<file path="config.mk">
export PLATFORM = sky130hd
export DESIGN_NAME = reg_writeback_queue
export DESIGN_NICKNAME = d
export VERILOG_FILES = /design/src/rtl/reg_writeback_queue.sv
export SDC_FILE = /design/constraint.sdc
export NUM_CORES = 1
export LEC_CHECK = 0
export CELL_PAD_IN_SITES_DETAIL_PLACEMENT = 0
export CELL_PAD_IN_SITES_GLOBAL_PLACEMENT = 1
export CORE_ASPECT_RATIO = 0.7
export CORE_MARGIN = 5
export CORE_UTILIZATION = 46
export CTS_CLUSTER_DIAMETER = 100
export CTS_CLUSTER_SIZE = 25
export DETAILED_ROUTE_END_ITERATION = 7
export GPL_TIMING_DRIVEN = 0
export PLACE_DENSITY_LB_ADDON = 0.1
export SYNTH_ARGS = -nofsm -noshare
export SYNTH_HDL_FRONTEND = slang
export SYNTH_SLANG_ARGS = --single-unit
</file>
<file path="constraint.sdc">
create_clock -name CLK -period 6.86 [get_ports CLK]
set_clock_uncertainty 0.2 [all_clocks]
set_input_delay 2.058 -clock CLK [delete_from_list [all_inputs] [get_ports CLK]]
set_output_delay 2.058 -clock CLK [all_outputs]
set_load 0.01 [all_outputs]
</file>
<file path="src/rtl/reg_writeback_queue.sv">
// Writeback queue: arbitrates ALU/load results into a small FIFO that drains into the
// register file write port, and keeps a per-register busy scoreboard. Optional macro: WBQ_BYPASS_EN.
module reg_writeback_queue #(
  parameter int DEPTH = 4
) (
  input  logic        CLK,
  input  logic        Reset,
  input  logic        alu_valid,
  input  logic [4:0]  alu_reg,
  input  logic [31:0] alu_data,
  output logic        alu_ready,
  input  logic        mem_valid,
  input  logic [4:0]  mem_reg,
  input  logic [31:0] mem_data,
  output logic        mem_ready,
  input  logic        issue_valid,
  input  logic [4:0]  issue_reg,
  input  logic        wb_stall,
  output logic        RegWre,
  output logic [4:0]  WriteReg,
  output logic [31:0] WriteData,
  output logic [31:0] busy,
  output logic        wbq_empty
);

  localparam int AW = $clog2(DEPTH);

  typedef enum logic {GNT_ALU, GNT_MEM} grant_e;

  grant_e        lastGrant;
  logic [AW-1:0] wrPtr, rdPtr;
  logic [AW:0]   count;
  logic [4:0]    regMem  [DEPTH];
  logic [31:0]   dataMem [DEPTH];

  logic        aluCand, memCand, notFull;
  logic        aluXfer, memXfer, anyXfer;
  logic [4:0]  xferReg;
  logic [31:0] xferData;
  logic        push, pop, bypass;
  logic [31:0] busyNext;

  // Round-robin: on a tie the source that lost the previous transfer wins.
  assign aluCand = alu_valid && (!mem_valid || lastGrant == GNT_MEM);
  assign memCand = mem_valid && (!alu_valid || lastGrant == GNT_ALU);
  assign notFull = count < (AW+1)'(DEPTH);

  assign alu_ready = !Reset && aluCand && notFull;
  assign mem_ready = !Reset && memCand && notFull;
  assign aluXfer   = alu_valid && alu_ready;
  assign memXfer   = mem_valid && mem_ready;
  assign anyXfer   = aluXfer || memXfer;
  assign xferReg   = aluXfer ? alu_reg  : mem_reg;
  assign xferData  = aluXfer ? alu_data : mem_data;

  assign wbq_empty = (count == '0);
  assign pop       = !wbq_empty && !wb_stall;

`ifdef WBQ_BYPASS_EN
  assign bypass = anyXfer && (xferReg != 5'd0) && wbq_empty && !wb_stall;
`else
  assign bypass = 1'b0;
`endif

  // Writes to register 0 are accepted but never stored.
  assign push = anyXfer && (xferReg != 5'd0) && !bypass;

  always_comb begin
    RegWre    = pop || bypass;
    WriteReg  = 5'd0;
    WriteData = 32'd0;
    if (pop) begin
      WriteReg  = regMem[rdPtr];
      WriteData = dataMem[rdPtr];
    end else if (bypass) begin
      WriteReg  = xferReg;
      WriteData = xferData;
    end
  end

  // NOTE: sequential state uses non-blocking assignments so every flop samples pre-edge values.
  always_ff @(posedge CLK or posedge Reset) begin
    if (Reset) begin
      wrPtr     <= '0;
      rdPtr     <= '0;
      count     <= '0;
      lastGrant <= GNT_MEM;
    end else begin
      if (anyXfer) lastGrant <= aluXfer ? GNT_ALU : GNT_MEM;
      if (push)    wrPtr     <= wrPtr + 1'b1;
      if (pop)     rdPtr     <= rdPtr + 1'b1;
      case ({push, pop})
        2'b10:   count <= count + 1'b1;
        2'b01:   count <= count - 1'b1;
        default: count <= count;
      endcase
    end
  end

  // NOTE: storage has no reset; the empty count guarantees stale entries are never read.
  always_ff @(posedge CLK) begin
    if (push) begin
      regMem[wrPtr]  <= xferReg;
      dataMem[wrPtr] <= xferData;
    end
  end

  // NOTE: default assignment first so the combinational block cannot infer a latch.
  always_comb begin
    busyNext = busy;
    if (RegWre)      busyNext[WriteReg]  = 1'b0;
    if (issue_valid) busyNext[issue_reg] = 1'b1;
    busyNext[0] = 1'b0;
  end

  always_ff @(posedge CLK or posedge Reset) begin
    if (Reset) busy <= '0;
    else       busy <= busyNext;
  end

endmodule

</file>
* After elaboration in Yosys (flattened, before gate mapping)
Memory sizes are Yosys's and may differ from the RTL's.
Index checks and enable logic that the tools add are counted.
W data, S select, Z words.
** Word-level totals
- Register bits after elaboration :: 39
- Bits in writable memories :: 148
- Bits of input ports :: 85
- Output and inout port bits :: 73
- Logic and storage cells :: 59
- Memories :: 2
** Cells by class
- Add/subtract/negate cells :: 4
- Order comparisons :: 5
- Eq/ne operators :: 2
- Multiplexer cells :: 14
- Bitwise gates (word level) :: 4
- Reduce and logical (&&, ||, !) cells :: 23
** Memory list
- dataMem :: words 4, width 32, rd ports 1, clocked after memory_dff 0, write ports 1, line 34 : logic [31:0] dataMem [DEPTH];
- regMem :: words 4, width 5, rd ports 1, clocked after memory_dff 0, write ports 1, line 33 : logic [4:0] regMem [DEPTH];
** Operator list (number)
- $mux W32 :: 4
- $and A32 B32 Y32 :: 1
- $not A32 Y32 :: 1
- $or A32 B32 Y32 :: 1
- $logic_and A1 B1 Y1 :: 12
- $lt A5 B6 Y1 const B :: 2
- $demux W1 S5 :: 2
- $ge A5 B1 Y1 const B :: 2
- $mux W5 :: 2
- $pmux W3 S2 :: 1
- $logic_not A1 Y1 :: 5
- $mux W1 :: 5
- $reduce_bool A5 Y1 :: 1
- $add A2 B1 Y2 const B :: 2
- $add A3 B1 Y3 const B :: 1
- $logic_not A3 Y1 :: 1
- $logic_or A1 B1 Y1 :: 3
- $lt A3 B3 Y1 const B :: 1
- $sub A3 B1 Y3 const B :: 1
- $eq A2 B1 Y1 const B :: 1
- $eq A2 B2 Y1 const B :: 1
- $reduce_bool A2 Y1 :: 1
- $not A1 Y1 :: 1

* Depth between registers and ports, before layout
Gate-level depths: netlist of the first run.
- Word-level depth :: 13
- Gate-level depth with buffers :: 10
- Depth with buffers taken out :: 10

* Worst setup path before layout of the first run
Ideal clock, no wire load.
- Kind :: input -> output
- From :: input Reset
- To :: output alu_ready
- Arrival :: 3.271 ns
- Required time :: 4.602 ns
- Slack :: 1.331 ns
- Stages :: 4
- Buffers on the path :: 1
- Cell sequence :: or3b_2 > or2_2 > clkinv_1 > clkbuf_1
** On the way
- Cells in the longest elaborated chain, start to end :: 3
** Ends and longest elaborated chain
- start, declared :: line 7 : input logic Reset,
- $logic_not A1 Y1 (no line)
- $logic_and A1 B1 Y1 (2 in series) :: line 48 : assign alu_ready = !Reset && aluCand && notFull;
- end, declared :: line 11 : output logic alu_ready,
No other way between the ends.

* Worst setup path after layout of the first run
- From :: input alu_valid
- To :: output alu_ready
** On the way
- Cells in the longest elaborated chain, start to end :: 3
** Ends and longest elaborated chain
- start, declared :: line 8 : input logic alu_valid,
- $logic_and A1 B1 Y1 :: line 44 : assign aluCand = alu_valid && (!mem_valid || lastGrant == GNT_MEM);
- $logic_and A1 B1 Y1 (2 in series) :: line 48
No other way between the ends.

==> flow_summary_export.csv, run 1 <==
group,metric,value,unit
detailed_routing,drt.antenna.violating_nets,0,
clock_network,cts_buffers,17,
final_layout,layout_commonest_cell,"clkdlybuf4s50_1",
clock_network,htreeDepth,4,
synth,number_of_synthesized_register_bits,187,
detailed_routing,route.detailed.wl_per_inst,20.0,um
timing,fmax,151,MHz
timing,finalWorstSetupSlack,0.231,ns
synth,post_synth_instance_area,8080,um^2
pwr,power.ir.vdd_worst,0.186,mV
clock_network,clk_transition_reported_paths,0.07,ns
final_layout,post-route-cell-area,10600,um^2
timing,relSlewSlack,42.1,%
detailed_routing,detailedRoute.firstPassIterationCount,5,
pwr,power.density,393,nW/um^2
place,preCtsSetupSlack,-0.0132,ns
synth,yosys.area_share.xor_xnor,0.650,%
place,gp_congestion,0.813,
clock_network,cts-resized-gates,0,
final_layout,drive_gt1_share,13.8,%
timing,finalCritPeriodShare,96.6,%
synth,async_flop_share,20.9,%
timing,finalHoldViolations,0,
run_status,status,"completed",
clock_network,max-clock-path-buffers,2,
timing,timing_max_transition_violations_final,0,
synth,dominantRegCellSynth,"edfxtp_1",
detailed_routing,overall_routed_net_length,19300,um
synth,number_of_synthesized_flops_with_an_enable_pin,148,
final_layout,relative_area_change_from_synthesis_to_final_layout,31.6,%
synth,synth_simple_gate_area_share,10.7,%
worst_setup_path,timing.critical_path.required,4.60,ns
timing,worstMarginPinSlew,0.868,ns
global_route,grt_first_pass_wirelength,30100,um
final_layout,antenna-diode-count,0,
detailed_routing,vias,5286,
floorplanning,io-pin-count,158,
synth,post_synth.cell_area_avg,14.9,um^2
timing,min_period,6.63,ns
global_route,first_global_vias,5518,
clock_network,ctsRootBufferMaster,"clkbuf_16",
synth,largest_family_of_logic_cells_by_synthesized_area,"multiplexers",
timing,holdWs,0.293,ns
synth,synth_compound_area_share,5.73,%
pwr,cellLeakagePower,3.93,nW
synth,yosys_warnings,0,
synth,synth_top_area_share,55.0,%
floorplanning,die_x,168,um
final_layout,postLayoutCoreUtil,61.7,%
floorplanning,design.core.area,17200,um^2
min_path,hold_path.class,"reg -> reg",
place,buffer_ports.inserted,155,
synth,post_synth_inst_count,544,
floorplanning,initial_core_util,46.9,%
final_layout,filler_cell_count,1310,
worst_setup_path,critical_path_arrival,4.37,ns
worst_setup_path,critical_path_capture_point_type,"output port",
global_route,antenna_violations_before_repair,0,
place,place_hpwl,13400,um
synth,synthDominantAreaCellType,"edfxtp_1",
flow_run,max_cap_viol_count,0,
global_route,overflow,0,
clock_network,postCtsSetupRepairBufs,0,
timing,setup_violations,0,
synth,yosys-top-cells-area,"edfxtp_1 (55%), dfrtp_1 (12%), mux4_2 (9.5%)",
global_route,grt.total_usage,19.4,%
final_layout,final_net_count,812,
timing,grt_setup_unrepaired,"no",
synth,synth_fa_ha_area_share,1.02,%
synth,synth_seq_area_share,67.1,%
global_route,maximum_number_of_pins_on_one_net_before_global_route_repair,40,
floorplanning,die_height,121,um
synth,synthDistinctLibCells,51,
place,place_area,10000,um^2
clock_network,clkLatencyLatePin,0.43,ns
timing,fin_tns_setup,0,ns
detailed_routing,drt_drc_violations_left,0,
worst_setup_path,criticalPathCategory,"in -> out",
floorplanning,full_die_area,20400,um^2
detailed_routing,detail_route.vias_per_cell,5.48,
worst_setup_path,highest_net_fanout_along_the_worst_path,16,
synth,synth_nets,635,
final_layout,mostFrequentLayoutCells,"clkdlybuf4s50_1 (155), edfxtp_1 (148), nand2_1 (100)",
clock_network,tritoncts_num_sinks,187,
detailed_routing,first_iter_violations,369,
clock_network,ctsHoldBuffers,0,
clock_network,tritoncts,"done",
synth,synth.area.mux_share,11.5,%
worst_setup_path,worst_setup_sp_type,"input port",
floorplanning,placementRows,40,
[power by group]
part | internal, mW | total [mW] | switching [mW]
registers | 1.48 | 1.57 | 0.0952
logic | 0.786 | 1.57 | 0.785
clock network | 0.590 | 1.03 | 0.441
[stage by stage]
stage / power [mW] / instances
after floorplan: 2.48 / 544
after CTS: 4.22 / 965
after global routing: 4.40 / 965
after detailed placement: 3.18 / 934
after global placement: 3.13 / 930
final: 4.17 / 965
[synthesized netlist by cell type (2+ instances only)]
library cell and count:
nor2_1 4, xor2_1 2, nor3_1 2, nand2b_1 2, dfrtp_1 38, nand3b_1 2
and3_1 34, mux4_1 2, o2bb2ai_1 2, nand4_1 2, buf_6 3, ha_1 5
mux2i_1 4, nor2b_1 2, o21ai_0 10, o22ai_1 7, o41ai_2 2, clkbuf_1 20
o41ai_1 25, nand2_1 100, o21ai_1 6, nor4_1 8, mux4_2 34, buf_1 2
mux2_2 6, buf_2 8, or3_1 4, inv_1 22, xnor2_1 4, or3b_2 2
nand3_1 8, and2_1 4, edfxtp_1 148, o31ai_1 3
[final timing paths]
path | end | slack (ns) | from | cells after the start
setup / recovery | alu_ready | 0.23 | alu_valid | 5
hold / removal | busy[23] | 0.29 | busy[23] | 1
setup reg to reg | count[2] | 3.74 | count[2] | 10
hold reg to reg | busy[23] | 0.29 | busy[23] | 1
max in group asynchronous | busy[20] | 3.92 | Reset | 2
min in group asynchronous | wrPtr[1] | 1.99 | Reset | 2
[worst max-delay path: stages]
cell and delay (ns):
clkdlybuf4s50_1 0.51, or3b_2 0.48, or2_2 0.33, clkinv_1 0.36, clkdlybuf4s50_1 0.63
[per-layer routing]
metal / vias up / wire length [um] / global-route usage, %
met5: - / 0 / 0
met4: 0 / 192 / 5.37
met3: 16 / 1380 / 4.98
met2: 197 / 9290 / 30.7
met1: 2623 / 8460 / 26.9
li1: 2450 / - / -
[kinds of logic after synthesis]
logic type,after synthesis
buf+inv,58
flops,187
xor+xnor,6
mux,46
simple gates,179
fa+ha+maj,6
other cells,1
compound gates,61
[cell type report]
type	count	area [um^2]	area share [%]
inverters	23	86.3	0.812
repair buffers	159	1630	15.4
multi-input cells	299	2400	22.6
clock buffers	17	425	4.00
clock inverters	15	203	1.91
plain buffers	34	175	1.65
well taps	231	289	2.72
flip-flops and latches	187	5420	51.0
[state kept, by name (all words and copies together), names as in the netlist]
name	count
busy	31
dataMem	128
wrPtr	2
rdPtr	2
regMem	20
count	3
lastGrant	1
Power figures use the tool's default switching activity.
==> inputs of run 2 (changes only) <==
- CAP_MARGIN: default -> 5
- CORE_UTILIZATION: 46 -> 38
- clock period: 6.86 -> 6.04 ns (I/O delays scaled with it)
==> flow_summary_export.csv, run 2 (synthesis gave the netlist of run 1 again) <==
group,metric,value,unit
worst_setup_path,timing.rr.end,"count[2]",
final_layout,postLayoutCoreUtil,51.2,%
floorplanning,full_die_area,24300,um^2
worst_setup_path,critical_path_capture_point_type,"output port",
detailed_routing,route.detailed.wl_per_inst,20.1,um
timing,setup_violations,0,
detailed_routing,overall_routed_net_length,20300,um
worst_setup_path,worstReg2RegStart,"count[2]",
run_status,status,"completed",
detailed_routing,detailedRoute.firstPassIterationCount,4,
pwr,overall_power_after_layout,4.71,mW
global_route,overflow,0,
pwr,internal_power,3.17,mW
worst_setup_path,critical_path.cell_chain,"clkdlybuf4s50_1 -> or3b_2 -> or2_2 -> clkinv_4 -> clkdlybuf4s50_1",
final_layout,register_bank_with_the_most_flops,"dataMem",
worst_setup_path,slowest_stage_delay_cp,0.57,ns
final_layout,relative_area_change_from_synthesis_to_final_layout,32.0,%
flow_run,max_cap_viol_count,0,
clock_network,clkLatencyLatePin,0.43,ns
pwr,pwr-share-seq,37.9,%
worst_setup_path,highest_net_fanout_along_the_worst_path,16,
place,gp_congestion,0.817,
timing,timing_max_transition_violations_final,0,
detailed_routing,drt.antenna.violating_nets,0,
min_path,timing.hold.worst_path_depth,1,
clock_network,clk_transition_reported_paths,0.07,ns
pwr,cellLeakagePower,3.91,nW
floorplanning,initial_core_util,38.8,%
pwr,net-switching-power,1.54,mW
detailed_routing,detail_route.vias_per_cell,5.18,
worst_setup_path,reg2reg_depth,10,
worst_setup_path,timing.critical_path.required,4.03,ns
clock_network,cts-resized-gates,2,
worst_setup_path,critical_path_arrival,3.89,ns
worst_setup_path,criticalPathCategory,"in -> out",
global_route,grt_first_pass_wirelength,31600,um
timing,holdWs,0.305,ns
worst_setup_path,worst_setup_sp_type,"input port",
clock_network,htreeDepth,4,
timing,finalCritPeriodShare,97.8,%
final_layout,antenna-diode-count,0,
timing,grt_setup_unrepaired,"no",
clock_network,postCtsSetupRepairBufs,0,
timing,finalHoldViolations,0,
floorplanning,placementRows,44,
final_layout,drive_gt1_share,14.2,%
final_layout,reg.largest.list,"dataMem (128), busy (31), regMem (20)",
final_layout,mostFrequentLayoutCells,"clkdlybuf4s50_1 (155), edfxtp_1 (148), nand2_1 (100)",
worst_setup_path,slowest_stage,"clkdlybuf4s50_1",
worst_setup_path,path_delay_family,"buffers and inverters",
global_route,antenna_violations_before_repair,0,
final_layout,largest_reg_flops,128,
place,post-place-cells,979,
min_path,hold_path.class,"reg -> reg",
clock_network,cts_buffers,17,
pwr,netSwitchingFraction,32.8,%
min_path,holdCritStartpoint,"count[0]",
clock_network,ctsHoldBuffers,0,
global_route,grt.total_usage,17.0,%
pwr,power_frac_clock,23.8,%
clock_network,ctsRootBufferMaster,"clkbuf_16",
clock_network,tritoncts_num_sinks,187,
pwr,comb_power_share,38.3,%
clock_network,max-clock-path-buffers,2,
floorplanning,io-pin-count,158,
timing,worstMarginPinSlew,0.857,ns
worst_setup_path,crit_top_cell,"clkdlybuf4s50_1",
floorplanning,die_x,184,um
final_layout,layout_commonest_cell,"clkdlybuf4s50_1",
timing,min_period,5.91,ns
global_route,first_global_vias,5443,
floorplanning,die_height,132,um
timing,relSlewSlack,42.8,%
final_layout,final_net_count,812,
worst_setup_path,reg2reg_slack,2.89,ns
place,buffer_ports.inserted,155,
worst_setup_path,bufs_and_invs_on_worst_path,3,
place,place_hpwl,14200,um
detailed_routing,first_iter_violations,360,
pwr,power.ir.vdd_worst,0.167,mV
final_layout,final_cell_count_no_fill,1010,
detailed_routing,vias,5228,
floorplanning,design.core.area,20800,um^2
min_path,min_to,"count[0]",
timing,fmax,169,MHz
worst_setup_path,path_depth,5,
clock_network,tritoncts,"done",
pwr,power.density,441,nW/um^2
global_route,maximum_number_of_pins_on_one_net_before_global_route_repair,40,
detailed_routing,drt_drc_violations_left,0,
## run 2: worst register-to-register path: stages, from the launching register on
cell,delay [ns]
dfrtp_1,0.42
or3b_2,0.50
or2_2,0.36
a311oi_1,0.60
inv_1,0.10
ha_1,0.23
inv_1,0.08
fa_1,0.18
xor2_1,0.16
nor2_1,0.07
xor2_1,0.13
## run 2: metrics by stage
step	cell area, um^2	setup slack [ns]	TNS (ns)
2_1_floorplan	8080	1.00	0
3_5_place_dp	10100	-0.391	-0.391
4_1_cts	10700	0.0962	0
5_1_grt	10700	0.0412	0
6_report	10700	0.134	0
3_3_place_gp	9980	-0.357	-0.947
## run 2: worst max-delay path by stage
stage,from,endpoint
6_report,alu_valid,alu_ready
5_1_grt,wb_stall,WriteReg[0]
4_1_cts,wb_stall,WriteReg[0]
3_5_place_dp,alu_valid,alu_ready
3_3_place_gp,alu_valid,alu_ready
2_1_floorplan,Reset,alu_ready
## run 2: final cells by class
| cell class | count | area (um^2) |
|---|---|---|
| Fill cell | 1771 | 10100 |
| Sequential cell | 187 | 5420 |
| Multi-Input combinational cell | 299 | 2400 |
| Timing Repair Buffer | 159 | 1630 |
| Clock buffer | 17 | 425 |
| Tap cell | 276 | 345 |
| Buffer | 34 | 176 |
| Clock inverter | 15 | 171 |
| Inverter | 23 | 95.1 |
## run 2: power groups by stage
stage	clock network (mW)	logic [mW]	registers, mW
after detailed placement	0	1.83	1.81
after global routing	1.20	1.96	1.81
after CTS	1.14	1.83	1.79
after floorplan	0	0.983	1.83
after global placement	0	1.77	1.81
final	1.12	1.80	1.79
## run 2: per-layer routing
metal,track usage (%),share of wire (%),vias to the layer above
li1,-,-,2447
met3,3.78,5.9,18
met2,26.3,46,161
met5,0,0,-
met4,4.76,1.2,0
met1,24.2,47,2602
==> inputs of run 3 (changes only) <==
- ABC_CLOCK_PERIOD_IN_PS: default -> 6040
- CORE_MARGIN: 5 -> 4
- PLACE_DENSITY: default -> 0.82
- PLACE_DENSITY_LB_ADDON: 0.1 -> default
==> flow_summary_export.csv, run 3 (synthesis gave the netlist of run 1 again) <==
group,metric,value,unit
run_status,status,"completed",
detailed_routing,overall_routed_net_length,20400,um
floorplanning,initial_core_util,38.8,%
worst_setup_path,criticalPathCategory,"in -> out",
floorplanning,io-pin-count,158,
timing,fin_tns_setup,0,ns
detailed_routing,detail_route.vias_per_cell,5.32,
clock_network,ctsRootBufferMaster,"clkbuf_16",
final_layout,reg.largest.list,"dataMem (128), busy (31), regMem (20)",
final_layout,post-route-cell-area,10700,um^2
worst_setup_path,worst_setup_sp_type,"input port",
global_route,grt.total_usage,17.4,%
final_layout,relative_area_change_from_synthesis_to_final_layout,32.5,%
worst_setup_path,worstReg2RegStart,"count[2]",
min_path,hold_path.class,"reg -> reg",
clock_network,htreeDepth,4,
timing,relSlewSlack,43.8,%
global_route,grt_first_pass_wirelength,31400,um
pwr,power.density,448,nW/um^2
clock_network,clkLatencyLatePin,0.44,ns
detailed_routing,drt_drc_violations_left,0,
floorplanning,full_die_area,23700,um^2
final_layout,largest_reg_flops,128,
floorplanning,design.core.area,20800,um^2
worst_setup_path,setup.worst_path.start,"alu_valid",
timing,setup_violations,0,
worst_setup_path,timing.critical_path.required,4.03,ns
clock_network,max-clock-path-buffers,2,
final_layout,antenna-diode-count,0,
clock_network,postCtsSetupRepairBufs,0,
final_layout,postLayoutCoreUtil,51.4,%
timing,fmax,167,MHz
timing,timing_max_transition_violations_final,0,
global_route,antenna_violations_before_repair,0,
floorplanning,placementRows,44,
final_layout,register_bank_with_the_most_flops,"dataMem",
final_layout,drive_gt1_share,14.1,%
detailed_routing,route.detailed.wl_per_inst,20.2,um
worst_setup_path,reg2reg_depth,5,
clock_network,tritoncts_num_sinks,187,
timing,finalCritPeriodShare,98.9,%
clock_network,cts_buffers,17,
final_layout,layout_commonest_cell,"clkdlybuf4s50_1",
floorplanning,die_height,130,um
worst_setup_path,reg2reg_slack,2.92,ns
global_route,overflow,0,
pwr,power.ir.vdd_worst,0.217,mV
timing,worstMarginPinSlew,0.842,ns
detailed_routing,drt.antenna.violating_nets,0,
final_layout,final_net_count,811,
pwr,cellLeakagePower,3.93,nW
detailed_routing,detailedRoute.firstPassIterationCount,5,
detailed_routing,first_iter_violations,489,
place,buffer_ports.inserted,155,
clock_network,clk_transition_reported_paths,0.07,ns
worst_setup_path,critical_path_arrival,3.96,ns
worst_setup_path,setup.worst_path.end,"alu_ready",
global_route,maximum_number_of_pins_on_one_net_before_global_route_repair,40,
worst_setup_path,timing.rr.end,"dataMem[3][4]",
detailed_routing,vias,5364,
flow_run,max_cap_viol_count,0,
worst_setup_path,highest_net_fanout_along_the_worst_path,16,
worst_setup_path,critical_path_capture_point_type,"output port",
timing,finalHoldViolations,0,
place,place_hpwl,14300,um
global_route,first_global_vias,5622,
place,place_area,10100,um^2
floorplanning,die_x,182,um
final_layout,mostFrequentLayoutCells,"clkdlybuf4s50_1 (155), edfxtp_1 (148), nand2_1 (100)",
clock_network,tritoncts,"done",
timing,min_period,5.97,ns
place,gp_congestion,0.856,
run 3: changes by cell type in the layout (fill, tap and decap cells not counted):
cell | previous run | this run
bufinv_16 | 1 | 2
clkinv_8 | 1 | 5
clkinv_4 | 2 | 0
inv_8 | 5 | 4
clkinv_2 | 0 | 1
inv_6 | 6 | 3
clkbuf_2 | 1 | 0
run 3: per-layer routing:
| metal | track usage (%) | vias up | wire length, um |
|---|---|---|---|
| li1 | - | 2450 | - |
| met1 | 24.4 | 2682 | 9130 |
| met2 | 27.9 | 203 | 9760 |
| met3 | 4.04 | 29 | 1210 |
| met4 | 4.41 | 0 | 277 |
| met5 | 0 | - | 0 |
run 3: worst min-delay path by stage:
| stage | from | endpoint | slack, ns | depth (start not counted) |
|---|---|---|---|---|
| after floorplan | count[0] | count[0] | 0.26 | 1 |
| after global placement | count[0] | count[0] | 0.28 | 1 |
| after detailed placement | busy[22] | busy[22] | 0.28 | 1 |
| after CTS | busy[22] | busy[22] | 0.30 | 1 |
| after global routing | busy[22] | busy[22] | 0.31 | 1 |
| final | busy[23] | busy[23] | 0.31 | 1 |
run 3: final cells by class:
| class | count | area [um^2] |
|---|---|---|
| fillers | 1749 | 10100 |
| flip-flops and latches | 187 | 5420 |
| multi-input cells | 299 | 2400 |
| repair buffers | 159 | 1630 |
| clock buffers | 17 | 425 |
| well taps | 276 | 345 |
| clock inverters | 15 | 220 |
| plain buffers | 33 | 171 |
| inverters | 23 | 91.3 |
run 3: timing repair:
| action | 4_1_cts | 5_1_grt |
|---|---|---|
| gates resized for setup | 1 | 1 |
| pin swaps | 0 | 0 |
| hold buffers | 0 | 0 |
| endpoints found under the setup margin | 1 | 1 |
run 3: worst max-delay path, stage by stage:
cell and delay (ns):
clkdlybuf4s50_1 0.48, or3b_2 0.47, or2_2 0.33, clkinv_2 0.25, clkdlybuf4s50_1 0.60
run 3: power by group:
group	total [mW]	switching, mW	leakage [nW]	internal (mW)
Clock	1.19	0.546	0.310	0.642
Sequential	1.79	0.116	1.79	1.68
Combinational	1.81	0.917	1.83	0.893
Total	4.79	1.58	3.93	3.21
run 3: stage by stage:
step / total power, mW / setup slack (ns) / cells / hold slack [ns]
5_1_grt: 5.04 / -0.0143 / 1009 / 0.312
2_1_floorplan: 2.82 / 1.00 / 544 / 0.261
3_3_place_gp: 3.56 / -0.281 / 975 / 0.276
4_1_cts: 4.82 / 0.0529 / 1010 / 0.302
6_report: 4.79 / 0.0660 / 1009 / 0.307
3_5_place_dp: 3.64 / -0.304 / 979 / 0.277
